File: src/rtl/passcode_lock_pkg.sv
// Shared types and display constants for the keypad passcode lock.
// Imported by the lock controller and by its testbench.
package lock_pkg;

    typedef enum logic [2:0] {
        IDLE,
        ENTRY,
        CHECK,
        OPEN,
        FAIL,
        LOCKOUT
    } lock_state_t;

    localparam logic [3:0]  DIGIT_BLANK = 4'hF;
    localparam logic [23:0] DISP_BLANK  = 24'hFFFFFF;
    localparam logic [23:0] DISP_OPEN   = 24'h000000;
    localparam logic [23:0] DISP_LOCK   = 24'h888888;

    // Only BCD digits count as key presses; 10..15 are dropped everywhere.
    function automatic logic key_accepted(input logic valid, input logic [3:0] code);
        return valid && (code <= 4'd9);
    endfunction

endpackage

File: src/rtl/passcode_lock_if.sv
// Key-event and status bundle between the keypad front end and the lock.
// master = keypad/scan side, slave = lock controller.
interface passcode_lock_if;

    logic        key_valid;
    logic [3:0]  key_code;
    logic [23:0] display_code;
    logic        unlocked;
    logic        locked_out;
    logic [3:0]  tries_left;

    modport master (
        output key_valid,
        output key_code,
        input  display_code,
        input  unlocked,
        input  locked_out,
        input  tries_left
    );

    modport slave (
        input  key_valid,
        input  key_code,
        output display_code,
        output unlocked,
        output locked_out,
        output tries_left
    );

endinterface

File: src/rtl/passcode_lock_tick_timer.sv
// Loadable down-counter that stops at zero; shared by every timed state
// of the lock controller.
module tick_timer #(
    parameter int W = 4
) (
    input  logic         clk,
    input  logic         rst,
    input  logic         load,
    input  logic [W-1:0] load_value,
    output logic         zero
);

    logic [W-1:0] count_q;
    logic [W-1:0] count_d;

    always_comb begin
        count_d = count_q;
        if (load) begin
            count_d = load_value;
        end else if (count_q != '0) begin
            count_d = count_q - 1'b1;
        end
    end

    always_ff @(posedge clk or posedge rst) begin
        if (rst) begin
            count_q <= '0;
        end else begin
            count_q <= count_d;
        end
    end

    assign zero = (count_q == '0);

endmodule

File: src/rtl/passcode_lock.sv
// Keypad passcode controller: entry/compare/lockout FSM driving the
// six-digit display word and lock status, all outputs registered.
module passcode_lock
    import lock_pkg::*;
#(
    parameter int                    CODE_LEN      = 4,
    parameter logic [4*CODE_LEN-1:0] PASSCODE      = 16'h1234,
    parameter int                    MAX_TRIES     = 3,
    parameter int                    ENTRY_TIMEOUT = 4096,
    parameter int                    OPEN_TICKS    = 8192,
    parameter int                    FAIL_TICKS    = 2048,
    parameter int                    LOCK_TICKS    = 32768
) (
    input  logic            clk,
    input  logic            rst,
    passcode_lock_if.slave  bus
);

    localparam int EW      = 4 * CODE_LEN;
    localparam int MAX_AB  = (ENTRY_TIMEOUT > OPEN_TICKS) ? ENTRY_TIMEOUT : OPEN_TICKS;
    localparam int MAX_CD  = (FAIL_TICKS > LOCK_TICKS) ? FAIL_TICKS : LOCK_TICKS;
    localparam int MAX_TCK = (MAX_AB > MAX_CD) ? MAX_AB : MAX_CD;
    localparam int TW      = (MAX_TCK > 1) ? $clog2(MAX_TCK) : 1;

    // Loading TICKS-1 makes each timed state last exactly TICKS cycles.
    localparam logic [TW-1:0] ENTRY_LOAD = TW'(ENTRY_TIMEOUT - 1);
    localparam logic [TW-1:0] OPEN_LOAD  = TW'(OPEN_TICKS - 1);
    localparam logic [TW-1:0] FAIL_LOAD  = TW'(FAIL_TICKS - 1);
    localparam logic [TW-1:0] LOCK_LOAD  = TW'(LOCK_TICKS - 1);
    localparam logic [3:0]    TRIES_INIT = 4'(MAX_TRIES);
    localparam logic [2:0]    LEN        = 3'(CODE_LEN);

    lock_state_t    state_q, state_d;
    logic [EW-1:0]  entry_q, entry_d;
    logic [2:0]     count_q, count_d;
    logic [3:0]     tries_q, tries_d;
    logic [23:0]    display_q, display_d;
    logic           unlocked_q, unlocked_d;
    logic           locked_q, locked_d;
    logic           key_ok;
    logic           timer_load;
    logic [TW-1:0]  timer_value;
    logic           timer_zero;
    logic [23:0]    entry_ext;

    assign key_ok = key_accepted(bus.key_valid, bus.key_code);

    tick_timer #(.W(TW)) u_timer (
        .clk        (clk),
        .rst        (rst),
        .load       (timer_load),
        .load_value (timer_value),
        .zero       (timer_zero)
    );

    always_comb begin
        state_d    = state_q;
        entry_d    = entry_q;
        count_d    = count_q;
        tries_d    = tries_q;
        timer_load = 1'b0;
        case (state_q)
            IDLE: begin
                if (key_ok) begin
                    entry_d = EW'(bus.key_code);
                    count_d = 3'd1;
                    state_d = (CODE_LEN == 1) ? CHECK : ENTRY;
                end
            end
            ENTRY: begin
                // A key on the expiry cycle wins over the timeout.
                if (key_ok) begin
                    entry_d = (entry_q << 4) | EW'(bus.key_code);
                    count_d = count_q + 3'd1;
                    if (count_d == LEN) begin
                        state_d = CHECK;
                    end else begin
                        timer_load = 1'b1;
                    end
                end else if (timer_zero) begin
                    state_d = IDLE;
                end
            end
            CHECK: begin
                if (entry_q == PASSCODE) begin
                    state_d = OPEN;
                    tries_d = TRIES_INIT;
                end else begin
                    state_d = FAIL;
                    tries_d = tries_q - 4'd1;
                end
            end
            OPEN: begin
                if (timer_zero) state_d = IDLE;
            end
            FAIL: begin
                if (timer_zero) state_d = (tries_q != 4'd0) ? IDLE : LOCKOUT;
            end
            LOCKOUT: begin
                if (timer_zero) begin
                    state_d = IDLE;
                    tries_d = TRIES_INIT;
                end
            end
            default: state_d = IDLE;
        endcase
        if (state_d != state_q) timer_load = 1'b1;
        if (state_d == IDLE && state_q != IDLE) begin
            entry_d = '0;
            count_d = '0;
        end
    end

    always_comb begin
        timer_value = '0;
        case (state_d)
            ENTRY:   timer_value = ENTRY_LOAD;
            OPEN:    timer_value = OPEN_LOAD;
            FAIL:    timer_value = FAIL_LOAD;
            LOCKOUT: timer_value = LOCK_LOAD;
            default: timer_value = '0;
        endcase
    end

    assign entry_ext = 24'(entry_d);

    // Outputs are computed from next-state values so they register on the same edge.
    always_comb begin
        display_d  = DISP_BLANK;
        unlocked_d = (state_d == OPEN);
        locked_d   = (state_d == LOCKOUT);
        case (state_d)
            ENTRY, CHECK: begin
                for (int i = 0; i < 6; i++) begin
                    display_d[4*i +: 4] = (3'(i) < count_d) ? entry_ext[4*i +: 4] : DIGIT_BLANK;
                end
            end
            OPEN:    display_d = DISP_OPEN;
            FAIL:    display_d = {20'hFFFFF, tries_d};
            LOCKOUT: display_d = DISP_LOCK;
            default: display_d = DISP_BLANK;
        endcase
    end

    always_ff @(posedge clk or posedge rst) begin
        if (rst) begin
            state_q    <= IDLE;
            entry_q    <= '0;
            count_q    <= '0;
            tries_q    <= TRIES_INIT;
            display_q  <= DISP_BLANK;
            unlocked_q <= 1'b0;
            locked_q   <= 1'b0;
        end else begin
            state_q    <= state_d;
            entry_q    <= entry_d;
            count_q    <= count_d;
            tries_q    <= tries_d;
            display_q  <= display_d;
            unlocked_q <= unlocked_d;
            locked_q   <= locked_d;
        end
    end

    assign bus.display_code = display_q;
    assign bus.unlocked     = unlocked_q;
    assign bus.locked_out   = locked_q;
    assign bus.tries_left   = tries_q;

endmodule

File: src/flat_wrapper.sv
// flat-port wrapper written by rule: the top's interface ports become plain ports
module passcode_lock_flat import lock_pkg::*;
#(
    parameter int                    CODE_LEN      = 4,
    parameter logic [4*CODE_LEN-1:0] PASSCODE      = 16'h1234,
    parameter int                    MAX_TRIES     = 3,
    parameter int                    ENTRY_TIMEOUT = 4096,
    parameter int                    OPEN_TICKS    = 8192,
    parameter int                    FAIL_TICKS    = 2048,
    parameter int                    LOCK_TICKS    = 32768
)
  (clk, rst, bus_key_valid, bus_key_code, bus_display_code, bus_unlocked, bus_locked_out, bus_tries_left);
  passcode_lock_if bus_i ();
  input  logic clk;
  input  logic rst;
  input wire logic [$bits(bus_i.key_valid)-1:0] bus_key_valid;
  input wire logic [$bits(bus_i.key_code)-1:0] bus_key_code;
  output wire logic [$bits(bus_i.display_code)-1:0] bus_display_code;
  output wire logic [$bits(bus_i.unlocked)-1:0] bus_unlocked;
  output wire logic [$bits(bus_i.locked_out)-1:0] bus_locked_out;
  output wire logic [$bits(bus_i.tries_left)-1:0] bus_tries_left;
  assign bus_i.key_valid = bus_key_valid;
  assign bus_i.key_code = bus_key_code;
  assign bus_display_code = bus_i.display_code;
  assign bus_unlocked = bus_i.unlocked;
  assign bus_locked_out = bus_i.locked_out;
  assign bus_tries_left = bus_i.tries_left;
  passcode_lock #(.CODE_LEN(CODE_LEN), .PASSCODE(PASSCODE), .MAX_TRIES(MAX_TRIES), .ENTRY_TIMEOUT(ENTRY_TIMEOUT), .OPEN_TICKS(OPEN_TICKS), .FAIL_TICKS(FAIL_TICKS), .LOCK_TICKS(LOCK_TICKS)) u_core (.clk(clk), .rst(rst), .bus(bus_i));
endmodule
File: config.mk
export PLATFORM = sky130hd
export DESIGN_NAME = passcode_lock_flat
export DESIGN_NICKNAME = d
export VERILOG_FILES = /design/src/rtl/passcode_lock_pkg.sv /design/src/rtl/passcode_lock_if.sv /design/src/rtl/passcode_lock_tick_timer.sv /design/src/rtl/passcode_lock.sv /design/src/flat_wrapper.sv
export SDC_FILE = /design/constraint.sdc
export NUM_CORES = 1
export LEC_CHECK = 0
export ABC_AREA = 0
export BUFFER_PORTS_ARGS = -buffer_cell sky130_fd_sc_hd__clkbuf_2
export CAP_MARGIN = 25
export CORE_ASPECT_RATIO = 1.5
export CORE_MARGIN = 4
export CORE_UTILIZATION = 30
export CTS_CLUSTER_SIZE = 20
export DETAILED_ROUTE_END_ITERATION = 10
export PLACE_DENSITY_LB_ADDON = 0.1
export SYNTH_ARGS = -nofsm -noshare
export SYNTH_HDL_FRONTEND = slang
export SYNTH_SLANG_ARGS = --single-unit
File: constraint.sdc
create_clock -name clk -period 3.5 [get_ports clk]
set_input_delay 0.525 -clock clk [delete_from_list [all_inputs] [get_ports clk]]
set_output_delay 0.525 -clock clk [all_outputs]
set_load 0.02 [all_outputs]
Yosys cells after proc, flatten, opt, wreduce, memory -nomap -nowiden

Cells that the tools add are included.

Register bits: 67
Logic and storage cells: 76
Output and inout port bits: 30
Input port bits: 7

Order comparisons: 7
Reduce and logical (&&, ||, !) cells: 11
$add $sub $neg: 3
Bitwise operators: 1
Mux-type cells: 33
Equal/unequal tests: 13

Operator list:

| kind                  | count |
|---|---|
| $pmux 24 s4           | 1 |
| $pmux 15 s4           | 1 |
| $mux 16               | 3 |
| $mux 4                | 8 |
| $pmux 16 s2           | 1 |
| $mux 15               | 2 |
| $mux 3                | 10 |
| $eq 16x13->1 const B  | 1 |
| $or 16x4->16          | 1 |
| $eq 3x3->1 const B    | 5 |
| $logic_not 15->1      | 1 |
| $pmux 3 s5            | 1 |
| $reduce_bool 15->1    | 1 |
| $sub 15x1->15 const B | 1 |
| $eq 3x2->1 const B    | 4 |
| $pmux 4 s2            | 1 |
| $eq 3x1->1 const B    | 2 |
| $logic_not 3->1       | 2 |
| $lt 1x3->1 const A    | 2 |
| $lt 2x3->1 const A    | 2 |
| $lt 3x3->1 const A    | 2 |
| $pmux 3 s2            | 1 |
| $le 4x4->1 const B    | 1 |
| $mux 1                | 4 |
| other kinds (8)       | 10 |

Longest topological paths before layout

Depth after elaboration: 11
Mapped depth: 10
Depth with buffers taken out: 9

Cells and area by module

From an unflattened synthesis, not the netlist that was laid out.

Cells, all modules: 322
Area, all modules: 3348.2 um^2

By module, submodules not included:

| module        | sequential area each (um^2) | instances | area an instance (um^2) | cells an instance |
|---|---|---|---|---|
| passcode_lock | 1228.7                      | 1         | 2476.1                  | 234 |
| tick_timer    | 375.4                       | 1         | 872.1                   | 88 |

Least setup slack after synthesis

No wires, ideal clock.

Kind: reg-to-reg
From: reg u_core.u_timer.count_q[0]
To: reg u_core.count_q[2]
Setup time: 0.137 ns
Arrival: 2.600 ns
Setup slack: 0.764 ns
Clock period less this slack: 2.736 ns
Cell stages (with the launch flop): 11
Required time: 3.363 ns
Buffers on the path: 2
Cells stage by stage: dfrtp_1 inv_1 ha_1 or4b_2 or4_4 o21ai_4 nand4bb_1 buf_6 nor2_8 buf_12 nor2_2

Word-level cells in the longest chain between the ends: 7
Elaborated cells on any way between the ends: 8
Classes of those cells: mux (5); reduce/logical (3)

RTL lines:

| item                        | line                                                           | RTL |
|---|---|---|
| start: declaration          | passcode_lock_tick_timer.sv:13                                 | `logic [W-1:0] count_q;` |
| start signal: assignment    | passcode_lock_tick_timer.sv:29                                 | `count_q <= count_d;` |
| $logic_not 15->1 (*)        | passcode_lock_tick_timer.sv:33                                 | `assign zero = (count_q == '0);` |
| $mux 3                      | passcode_lock.sv:80, passcode_lock.sv:94, passcode_lock.sv:100 |  |
| $mux 3                      | passcode_lock.sv:72                                            | `if (key_ok) begin` |
| $pmux 3 s5 (*)              | passcode_lock.sv:62                                            | `case (state_q)` |
| $logic_not 3->1 (*)         | passcode_lock.sv:108                                           | `if (state_d == IDLE && state_q != IDLE) begin` |
| $logic_and 1x1->1 (*)       | passcode_lock.sv:108                                           |  |
| $mux 3 (*)                  | passcode_lock.sv:108                                           |  |
| named net u_core.count_d[2] | passcode_lock.sv:35                                            | `logic [2:0] count_q, count_d;` |
| end signal: assignment      | passcode_lock.sv:157                                           | `count_q <= count_d;` |
| end: declaration            | passcode_lock.sv:35                                            |  |

The timed path passes the listed nets; every way through them passes the cells marked *.
A chain may end at the register's enable or synchronous reset.

Worst setup path after layout

From: reg u_core.u_timer.count_q[0]
To: reg u_core.entry_q[9]

Word-level cells in the longest chain between the ends: 7
Elaborated cells on any way between the ends: 8
Classes of those cells: mux (5); reduce/logical (3)

RTL lines:

| item                        | line                                                           | RTL |
|---|---|---|
| $logic_not 15->1 (*)        | passcode_lock_tick_timer.sv:33                                 |  |
| $mux 3                      | passcode_lock.sv:80, passcode_lock.sv:94, passcode_lock.sv:100 |  |
| $mux 3                      | passcode_lock.sv:72                                            |  |
| $pmux 3 s5 (*)              | passcode_lock.sv:62                                            |  |
| $logic_not 3->1 (*)         | passcode_lock.sv:108                                           |  |
| $logic_and 1x1->1 (*)       | passcode_lock.sv:108                                           |  |
| $mux 16 (*)                 | passcode_lock.sv:108                                           |  |
| named net u_core.entry_d[9] | passcode_lock.sv:34                                            | `logic [EW-1:0] entry_q, entry_d;` |
| end signal: assignment      | passcode_lock.sv:156                                           | `entry_q <= entry_d;` |
| end: declaration            | passcode_lock.sv:34                                            |  |

Marks and branches as above.

==> summary.txt <==
STA
  – Final max-slew violation count: 0
  – Post-route minimum period: 3020 ps
  – Period utilization: 0.862
  – RSZ-0062 raised after global routing: no
  – Setup violators final: 0
  – Count of endpoints failing hold in the final timing report: 0
  – Maximum clock frequency: 331 MHz
  – Worst slew margin relative to its limit: 0.501
  – Worst slew pin tran: 748 ps
  – Least setup slack across all paths after layout: 482 ps
  – Hold Slack: 300 ps
  – Post-Route Skew: 6.96 ps
  – Setup Total Neg Slack: 0 ps

Logic synthesis
  – Gate count after technology mapping: 332
  – Largest cells by area after synthesis: sky130_fd_sc_hd__dfrtp_1 (31%), sky130_fd_sc_hd__dfstp_2 (17%), sky130_fd_sc_hd__o21ai_0 (4.5%), sky130_fd_sc_hd__nor2_1 (3.5%), sky130_fd_sc_hd__mux2i_1 (3.0%)
  – Area share of the largest cell type after synthesis: 0.309
  – Async S/R FF share, synth: 1.00
  – Adder and majority cell fraction of the synthesized area: 0.0189
  – Mapped Area: 3320 um2
  – Syn nets: 344
  – Count of different cell masters after synthesis: 59
  – Dominant combinational cell family by area after synthesis: simple AND/OR/NAND/NOR gates
  – Top cell types by occurrence after synthesis: sky130_fd_sc_hd__dfrtp_1 (41), sky130_fd_sc_hd__nor2_1 (31), sky130_fd_sc_hd__o21ai_0 (30), sky130_fd_sc_hd__dfstp_2 (22), sky130_fd_sc_hd__nand2_1 (17)
  – Cell type contributing the most total cell area after synthesis: sky130_fd_sc_hd__dfrtp_1
  – Top-count cell post-synth: sky130_fd_sc_hd__dfrtp_1
  – Post-synthesis share of cell area spent on and, or, nand and nor gates: 0.222
  – Warning count from the yosys run: 0
  – Fraction of the yosys area taken by sequential cells: 0.484
  – Register bit total from synthesis: 63
  – Top FF cell, synth: sky130_fd_sc_hd__dfrtp_1
  – Post-synth EDFFs: 0
  – Share of the synthesized netlist area taken by xor and xnor gates: 0.0264
  – Area fraction in compound gates after synthesis: 0.170
  – Average cell area after synthesis: 9.99 um2
  – Post-synthesis mux area share: 0.0336

Min path
  – Hold crit path type: in -> async

Clock network
  – Clock insertion delay at the later pin of the skew report: 330 ps
  – Clock tree from TritonCTS: yes
  – Worst-path clk slew: 60 ps
  – CTS HTree Levels: 3
  – Clock tree buffer depth: 2
  – Clock Tree Root: sky130_fd_sc_hd__clkbuf_16
  – Clk sink count: 63
  – Cells resized by post-CTS repair: 0
  – Number of hold-repair buffers added at the cts stage: 0
  – Num CTS Buffers: 9
  – Post-CTS setup buffers: 0

Setup path
  – Type of element launching the critical path: flop
  – Dominant delay contributor by cell family on the critical path: simple AND/OR/NAND/NOR gates
  – Slowest CP cell: sky130_fd_sc_hd__or4b_2
  – CP max FO: 19
  – Critical path's largest stage delay: 660 ps
  – CP Data Arrival Time: 3220 ps
  – Required time of the worst setup path: 3700 ps
  – Cell Chain, Critical Path: inv_1 > ha_1 > or4b_2 > or4_4 > o21ai_4 > nand4bb_1 > buf_4 > nor2_8 > nor2_1
  – Classification of the worst setup path: reg -> reg
  – Reg2Reg Setup Slack: 480 ps
  – Combined buffer and inverter count along the critical path: 2
  – Critical path endpoint category: flop

Floorplanning
  – Area inside the core boundary: 10700 um2
  – Top-Level Pins: 37
  – Die W: 93.8 um
  – Area of the die: 12800 um2
  – Number of core rows: 46
  – Starting density of the core: 0.310
  – Die height: 137 um

GRT
  – Gr ovfl total: 0
  – Maximum number of pins on one net before global-route repair: 35
  – Global routing usage summed across all routing layers: 0.149
  – Global-route wire length before repair: 14400 um
  – Initial antenna violation count: 0
  – Number of global-route vias before repair: 2713

Route
  – Highest routed layer: met4
  – Metal2 WL: 4660 um
  – Post-route ant nets: 0
  – Residual DRC count: 0
  – Sum of routed wire length over all layers: 8780 um
  – Average vias per placed instance: 5.07
  – Routed wl met3: 220 um
  – Average wire length per cell after detail routing: 16.9 um
  – Met1 wire length: 3620 um
  – Pre-antenna DRT Iters: 5
  – Count of vias placed by the detailed router: 2624
  – Number of DRC violations after detailed-routing iteration 0: 167

Placement
  – Post-Place Cells: 502
  – IO buf count: 36
  – Worst slack at placement: 480 ps
  – Final Wtd Congestion: 0.795
  – Total half-perimeter wirelength after legalization and detailed placement: 6570 um
  – Instance area after placement: 3620 um2

Finish
  – Number of non-filler instances in the completed layout: 518
  – Number of nets in the layout: 381
  – Fraction of final layout cells with drive strength greater than 1: 0.262
  – Ant. Diodes: 0
  – Area occupied by multi-input gates: 1560 um2
  – Number of fill cells in the layout: 1108
  – Layout overhead on the synthesized area: 18.2%
  – Total non-filler cell area in the finished layout: 3920 um2
  – Sequential Area: 1600 um2

Pwr
  – Maximum VDD drop: 0.377 mV
  – Pwr Density: 1020 nW/um2
  – Pleak: 1.67 nW

Run status
  – Outcome: finished clean

Job
  – Max cap viols: 0
sequential cells by signal (all words and copies together), names as in the netlist:
name	cells
u_core.u_timer.count_q	15
u_core.state_q	3
u_core.entry_q	16
u_core.bus.locked_out	1
u_core.bus.display_code	20
u_core.bus.tries_left	4
u_core.bus.unlocked	1
u_core.count_q	3
power by group:
part           internal (W)  switching [W]  leakage, nW
sequential          0.00109       0.000245        0.758
combinational      0.000661        0.00111        0.775
clock              0.000571       0.000320        0.136
cell usage in the layout (no fill, tap or decap), types with 2 or more instances in the layout:
master / count
sky130_fd_sc_hd__o21ai_0: 30
sky130_fd_sc_hd__a31oi_1: 3
sky130_fd_sc_hd__nand2b_1: 10
sky130_fd_sc_hd__mux2i_1: 10
sky130_fd_sc_hd__clkinvlp_4: 2
sky130_fd_sc_hd__clkbuf_2: 36
sky130_fd_sc_hd__nand2_1: 17
sky130_fd_sc_hd__inv_1: 10
sky130_fd_sc_hd__nor3b_1: 2
sky130_fd_sc_hd__or4_1: 3
sky130_fd_sc_hd__o211ai_1: 5
sky130_fd_sc_hd__clkbuf_16: 9
sky130_fd_sc_hd__o21a_1: 4
sky130_fd_sc_hd__and2_1: 6
sky130_fd_sc_hd__or3_1: 6
sky130_fd_sc_hd__a21o_1: 3
sky130_fd_sc_hd__o2bb2ai_1: 4
sky130_fd_sc_hd__nor4_1: 3
sky130_fd_sc_hd__ha_1: 5
sky130_fd_sc_hd__nor2_2: 10
sky130_fd_sc_hd__nor3_1: 10
sky130_fd_sc_hd__dfstp_2: 22
sky130_fd_sc_hd__xnor2_1: 9
sky130_fd_sc_hd__nor4b_1: 2
sky130_fd_sc_hd__dfrtp_1: 41
sky130_fd_sc_hd__nor2b_1: 14
sky130_fd_sc_hd__clkbuf_1: 3
sky130_fd_sc_hd__a22oi_1: 12
sky130_fd_sc_hd__buf_4: 8
sky130_fd_sc_hd__nand3_1: 7
sky130_fd_sc_hd__nor2_1: 31
sky130_fd_sc_hd__a21oi_1: 8
layer usage:
layer | vias to the layer above | track usage
li1 | 1254 | -
met1 | 1315 | 0.169
met2 | 38 | 0.260
met3 | 17 | 0.0308
met4 | 0 | 0.0771
met5 | - | 0
cell type report:
| cell class | instances | area share |
|---|---|---|
| Inverter | 11 | 0.0105 |
| Timing Repair Buffer | 44 | 0.0613 |
| Clock inverter | 3 | 0.0115 |
| Tap cell | 144 | 0.0460 |
| Multi-Input combinational cell | 240 | 0.398 |
| Sequential cell | 63 | 0.409 |
| Clock buffer | 13 | 0.0638 |
worst reg2reg max path, cell delays in order, from the launching register on:
cell and delay (ps):
sky130_fd_sc_hd__dfrtp_1 380, sky130_fd_sc_hd__inv_1 90, sky130_fd_sc_hd__ha_1 250, sky130_fd_sc_hd__or4b_2 670, sky130_fd_sc_hd__or4_4 510, sky130_fd_sc_hd__o21ai_4 200
sky130_fd_sc_hd__nand4bb_1 120, sky130_fd_sc_hd__buf_4 230, sky130_fd_sc_hd__nor2_8 340, sky130_fd_sc_hd__nor2_1 110
cell families (layout without fill, tap and decap cells):
| family | after synthesis | in the layout |
|---|---|---|
| AOI/OAI and AO/OA | 84 | 84 |
| muxes | 11 | 11 |
| adders and majority gates | 5 | 5 |
| and+or+nand+nor | 130 | 130 |
| buffers and inverters | 29 | 71 |
| DFF | 63 | 63 |
| xor gates and xnor gates | 10 | 10 |
metrics by stage:
stage	power, W	util
global placement	0.00314	0.339
CTS	0.00405	0.366
floorplan	0.00266	-
detailed placement	0.00314	0.339
global route	0.00431	0.366
finish	0.00400	0.366
worst paths after layout:
kind,from,endpoint,cells after the start
min in group clk,bus_key_code[0],u_core.entry_q[0]$_DFF_PP0_,3
worst max-delay path,u_core.u_timer.count_q[0]$_DFFE_PP0P_,u_core.entry_q[9]$_DFF_PP0_,9
max in group asynchronous,rst,u_core.bus.tries_left[0]$_DFF_PP1_,3
worst max register to register,u_core.u_timer.count_q[0]$_DFFE_PP0P_,u_core.entry_q[9]$_DFF_PP0_,9
worst min register to register,u_core.entry_q[13]$_DFF_PP0_,u_core.entry_q[13]$_DFF_PP0_,2
worst min-delay path,rst,u_core.bus.locked_out$_DFF_PP0_,2
Note: power is estimated with default switching activity, not from simulation.
